<file path="src/rtl/rename_recovery_ctrl.sv">
// rename_recovery_ctrl: sequences branch-mispredict recovery of the rename state
//   clk_i, rst_i             clock, synchronous active-high reset
//   mispredict_*_i           mispredict report from execute (valid, ROB index, correct PC)
//   rob_head_idx_i           ROB index at retire port 0
//   retire_valid_i           per-port retire, contiguous from bit 0
//   table_restore_en_o       restore map table / free list (1-cycle pulse)
//   rob_flush_o              flush ROB, RS and in-flight ops (1-cycle pulse)
//   fetch_redirect_valid_o   redirect fetch (1-cycle pulse) to fetch_redirect_pc_o
//   dispatch_stall_o, busy_o high whenever not idle
//   recovery_count_o         completed recoveries, saturating at SAT_MAX
module rename_recovery_ctrl #(
    parameter int          ROB_SZ      = 32,
    parameter int          ROB_IDX_W   = $clog2(ROB_SZ),
    parameter int          ADDR_W      = 32,
    parameter int          HOLD_CYCLES = 1,
    parameter int          RET_W       = 2,
    parameter logic [15:0] SAT_MAX     = 16'hFFFF
) (
    input  logic                 clk_i,
    input  logic                 rst_i,
    input  logic                 mispredict_valid_i,
    input  logic [ROB_IDX_W-1:0] mispredict_rob_idx_i,
    input  logic [ADDR_W-1:0]    mispredict_target_i,
    input  logic [ROB_IDX_W-1:0] rob_head_idx_i,
    input  logic [RET_W-1:0]     retire_valid_i,
    output logic                 table_restore_en_o,
    output logic                 rob_flush_o,
    output logic                 fetch_redirect_valid_o,
    output logic [ADDR_W-1:0]    fetch_redirect_pc_o,
    output logic                 dispatch_stall_o,
    output logic                 busy_o,
    output logic [15:0]          recovery_count_o
);
    localparam int HW = HOLD_CYCLES > 1 ? $clog2(HOLD_CYCLES) : 1;

    typedef enum logic [1:0] {IDLE, DRAIN, RESTORE, HOLD} state_t;

    state_t               state_q;
    logic [ROB_IDX_W-1:0] pend_idx_q;
    logic [ADDR_W-1:0]    pend_tgt_q;
    logic [ADDR_W-1:0]    pc_q;
    logic [HW-1:0]        hold_q;
    logic [15:0]          cnt_q;
    logic                 pulse_q;
    logic [ROB_IDX_W-1:0] age_pend;
    logic [ROB_IDX_W-1:0] age_new;
    logic [ROB_IDX_W:0]   rc;
    logic                 run;
    logic                 pend_retires;

    // Ages wrap modulo ROB_SZ because the subtraction is truncated to ROB_IDX_W bits.
    assign age_pend = pend_idx_q - rob_head_idx_i;
    assign age_new  = mispredict_rob_idx_i - rob_head_idx_i;

    // Count only the leading run of retiring ports; a gap ends the run.
    always_comb begin
        rc  = '0;
        run = 1'b1;
        for (int i = 0; i < RET_W; i++) begin
            run = run & retire_valid_i[i];
            rc  = rc + {{ROB_IDX_W{1'b0}}, run};
        end
    end

    assign pend_retires = {1'b0, age_pend} < rc;

    always_ff @(posedge clk_i) begin
        if (rst_i) begin
            state_q    <= IDLE;
            pend_idx_q <= '0;
            pend_tgt_q <= '0;
            pc_q       <= '0;
            hold_q     <= '0;
            cnt_q      <= '0;
            pulse_q    <= 1'b0;
        end else begin
            case (state_q)
                IDLE: begin
                    if (mispredict_valid_i) begin
                        pend_idx_q <= mispredict_rob_idx_i;
                        pend_tgt_q <= mispredict_target_i;
                        state_q    <= DRAIN;
                    end
                end
                DRAIN: begin
                    if (mispredict_valid_i && age_new < age_pend) begin
                        pend_idx_q <= mispredict_rob_idx_i;
                        pend_tgt_q <= mispredict_target_i;
                    end
                    // Retire test and redirect PC use the pre-replacement pending branch.
                    if (pend_retires) begin
                        pc_q    <= pend_tgt_q;
                        pulse_q <= 1'b1;
                        state_q <= RESTORE;
                    end
                end
                RESTORE: begin
                    pulse_q <= 1'b0;
                    cnt_q   <= cnt_q == SAT_MAX ? cnt_q : cnt_q + 16'd1;
                    hold_q  <= HW'(HOLD_CYCLES - 1);
                    state_q <= HOLD;
                end
                HOLD: begin
                    hold_q  <= hold_q - HW'(1);
                    state_q <= hold_q == '0 ? IDLE : HOLD;
                end
                default: state_q <= IDLE;
            endcase
        end
    end

    assign table_restore_en_o     = pulse_q;
    assign rob_flush_o            = pulse_q;
    assign fetch_redirect_valid_o = pulse_q;
    assign fetch_redirect_pc_o    = pc_q;
    assign dispatch_stall_o       = state_q != IDLE;
    assign busy_o                 = state_q != IDLE;
    assign recovery_count_o       = cnt_q;
endmodule
</file>
<file path="config.mk">
export PLATFORM = sky130hd
export DESIGN_NAME = rename_recovery_ctrl
export DESIGN_NICKNAME = d
export VERILOG_FILES = /design/src/rtl/rename_recovery_ctrl.sv
export SDC_FILE = /design/constraint.sdc
export NUM_CORES = 1
export LEC_CHECK = 0
export CAP_MARGIN = 25
export CELL_PAD_IN_SITES_DETAIL_PLACEMENT = 1
export CELL_PAD_IN_SITES_GLOBAL_PLACEMENT = 2
export CORE_MARGIN = 2
export CORE_UTILIZATION = 42
export CTS_CLUSTER_SIZE = 20
export DETAILED_ROUTE_END_ITERATION = 8
export DONT_BUFFER_PORTS = 1
export PLACE_DENSITY = 0.86
export SLEW_MARGIN = 20
export SYNTH_ARGS = -nofsm -noshare
export SYNTH_HDL_FRONTEND = slang
export SYNTH_SLANG_ARGS = --single-unit
</file>
<file path="constraint.sdc">
create_clock -name clk_i -period 4.4 [get_ports clk_i]
set_clock_uncertainty 0.15 [all_clocks]
set_input_delay 0.88 -clock clk_i [delete_from_list [all_inputs] [get_ports clk_i]]
set_output_delay 0.88 -clock clk_i [all_outputs]
set_load 0.05 [all_outputs]
</file>
==> flow_summary.toml <==
[worst_setup_path]
crit_path_max_fanout = 26
r2r-start = "pend_idx_q[0]"
cpPeakStageDelay_ns = 0.42
crit_family = "adder cells"
arrival_ns = 3.56
cpMaxStageDelayCell = "buf_4"
path_class = "in -> reg"
r2r_slack_ns = 1.11
crit_path_end_kind = "flop"
rr_worst_depth = 13
path_cells = "ha_1, inv_1, fa_1, nand3_1, a21oi_1, or2_2, ha_1, nand3_1, nand4b_1, a41oi_4, buf_4, mux2i_1"
path_buf_inv = 2
cp.required_ns = 4.53
worstSetupStartpointType = "primary input"
r2r-end = "pend_tgt_q[14]"

[hold_path]
whs_path_depth = 2
holdCritPathClass = "reg -> reg"
min_from = "hold_q"
hold_path_end = "hold_q"

[sta]
drv_slew = 0
rsz0062_at_grt = "no"
fin_tns_setup_ns = 0
fmax_mhz = 291.7
final-hold-violation-count = 0
tightest_slew_ns = 0.7415
post-route-period-util_pct = 77.93
finalSetupViolCount = 0
fin_crit_ns = 3.429
slew_headroom_pct = 50.19

[clock_network]
ctsHoldBuffers = 0
cts_tree = "yes"
cts-root-buf = "clkbuf_8"
clock_path_buffers = 2
htreeDepth = 3
cts.sinks = 89
cts_resized = 0
clock_latency_ns = 0.35
numCtsBuffers = 9
path_clk_slew_ns = 0.08
post_cts_buffers = 0

[grt]
gr-total-overflow = 0
antenna_found_initial = 0
grt_max_degree = 126
grt_pass1_vias = 3045
grt_pass1_wl_mm = 15.06
track_usage_pct = 16.89

[layout]
fin_area_mm2 = 0.004549
area_growth_pct = 6.037
antenna_cells = 0
layout.nets = 483
drive_gt1_share_pct = 10.35
final_core_util_pct = 46.12

[floorplan]
num_rows = 36
initial_core_util_pct = 43.49
coreArea_mm2 = 0.009864
dieHeight_um = 105.1
top_level_ports = 100
die_width_um = 105.1
dieArea_mm2 = 0.01104

[logic_synthesis]
yosys-top-cells-area = "dfxtp_1 42%, nand2b_1 11%, mux2i_1 9.1%, nand3b_1 6.1%, ha_1 4.1%"
postSynthAreaPerCell_um2 = 9.908
synth-seq-cells = 89
ys.flop_type = "dfxtp_1"
synthCells = 433
synth_top_area_share_pct = 41.53
async_flop_share_pct = 0
syn-num-nets = 496
synth_top_area_cell = "dfxtp_1"
netlist_area_mm2 = 0.004290
ys_seq_area_share_pct = 41.53
yosys_warnings = 0
synthDistinctLibCells = 45
synth_edf_count = 0

[power_and_ir_drop]
ir_drop_v = 0.0001457
p_leak_uw = 0.001707
p_sw_uw = 454.3
p_int_uw = 1309
clkPwrFrac_pct = 34.8
pwr-share-seq_pct = 49.8
p_per_area_mw_per_mm2 = 387.6
finalPower_uw = 1763
p_comb_share_pct = 15.3
p_sw_share_pct = 25.76

[route]
vias = 2948
drt_iter0_drc = 104
viasPerCell = 5.283
postRouteAntennaNets = 0
drc_errors = 0
wl_per_cell_um = 15.88
first_pass_iters = 4
routed_wl_mm = 8.860

[placement]
gp_congestion = 0.7519
dpl_cell_area_mm2 = 0.004329
port_buffers = 0
dp_hpwl_mm = 6.092

[outcome]
status = "finished clean"

[flow_run]
drv_cap = 0
synthesized netlist by cell type (5+ instances only):
cell,instances
a21oi_1,9
nand3_1,8
nand2_1,7
xnor2_1,14
o21ai_2,12
o21ai_0,16
buf_6,9
clkbuf_1,15
o21ai_1,5
inv_1,12
nor2_1,17
dfxtp_1,89
nand3b_1,35
ha_1,14
nand2b_1,77
mux2i_1,39
nor3_1,9
layer usage:
metal  up-vias  global-route usage, %  part of all wire [%]
met5         -                      0                     0
met4         0                  6.952                   1.6
met3        13                  5.739                   7.0
met2        66                  27.37                    48
met1      1420                  20.45                    44
li1       1449                      -                     -
logic make-up (layout without fill, tap and decap cells):
family | after synthesis | in the layout | synth area share (%)
AOI/OAI and AO/OA | 56 | 56 | 9.128
xor gates and xnor gates | 17 | 17 | 3.471
adders and majority gates | 16 | 16 | 5.016
buffers and inverters | 40 | 32 | 5.424
DFF | 89 | 89 | 41.53
muxes | 39 | 39 | 9.099
and+or+nand+nor | 176 | 176 | 26.33
sequential cells by signal, summed over array words and instances (netlist names):
register / flops
pend_tgt_q: 32
hold_q: 1
pend_idx_q: 5
recovery_count_o: 16
state_q: 2
fetch_redirect_valid_o: 1
fetch_redirect_pc_o: 32
power groups by stage:
| stage | clock network (uW) | registers, uW | logic, uW |
|---|---|---|---|
| 2_1_floorplan | 0 | 892 | 239 |
| 3_3_place_gp | 0 | 896 | 266 |
| 3_5_place_dp | 0 | 898 | 275 |
| 4_1_cts | 639 | 880 | 277 |
| 5_1_grt | 670 | 885 | 302 |
| 6_report | 614 | 879 | 271 |
through the flow:
step / hold slack [ns] / worst slack, ns / instances
after detailed placement: 0.3048 / 0.6117 / 542
final: 0.3178 / 0.9712 / 558
after CTS: 0.3190 / 0.9873 / 558
after global routing: 0.3387 / 0.8106 / 558
after global placement: 0.2989 / 0.7362 / 542
after floorplan: 0.2952 / 1.078 / 433
tightest hold or removal path: stages, from the launching register on:
cell and delay (ns):
dfxtp_1 0.31, nand2b_1 0.06, a21oi_1 0.06
layout make-up:
| class | count | area (um^2) |
|---|---|---|
| Fill cell | 1118 | 5315 |
| Multi-Input combinational cell | 304 | 2306 |
| Sequential cell | 89 | 1782 |
| Tap cell | 133 | 166.4 |
| Clock buffer | 11 | 141.4 |
| Clock inverter | 5 | 78.83 |
| Inverter | 12 | 45.04 |
| Timing Repair Buffer | 4 | 30.03 |
placed cells by master, fill, tap and decap left out, types with 3 or more instances in the layout:
cell type,count
dfxtp_1,89
and3_1,3
mux2i_1,39
nand2_1,7
xnor2_1,14
buf_4,4
o21ai_2,12
nor3_1,9
or2_2,3
nand3_1,8
a21o_1,4
xor2_1,3
nor2_1,17
inv_1,12
a211oi_1,4
a21oi_1,9
o21ai_0,16
ha_1,14
nand3b_1,35
o21ai_1,5
nand2b_1,77
clkbuf_8,10
worst max path at each step:
stage | from | to | slack (ns) | cells past startpoint
finish | rob_head_idx_i[0] | pend_tgt_q[14] | 0.97 | 12
global route | rob_head_idx_i[0] | pend_tgt_q[24] | 0.81 | 12
CTS | rob_head_idx_i[0] | pend_tgt_q[14] | 0.99 | 12
detailed placement | rob_head_idx_i[0] | pend_tgt_q[14] | 0.61 | 12
global placement | rob_head_idx_i[0] | pend_tgt_q[15] | 0.74 | 12
floorplan | rob_head_idx_i[0] | pend_idx_q[0] | 1.08 | 13
No activity file was read; power rests on OpenSTA's default activity.
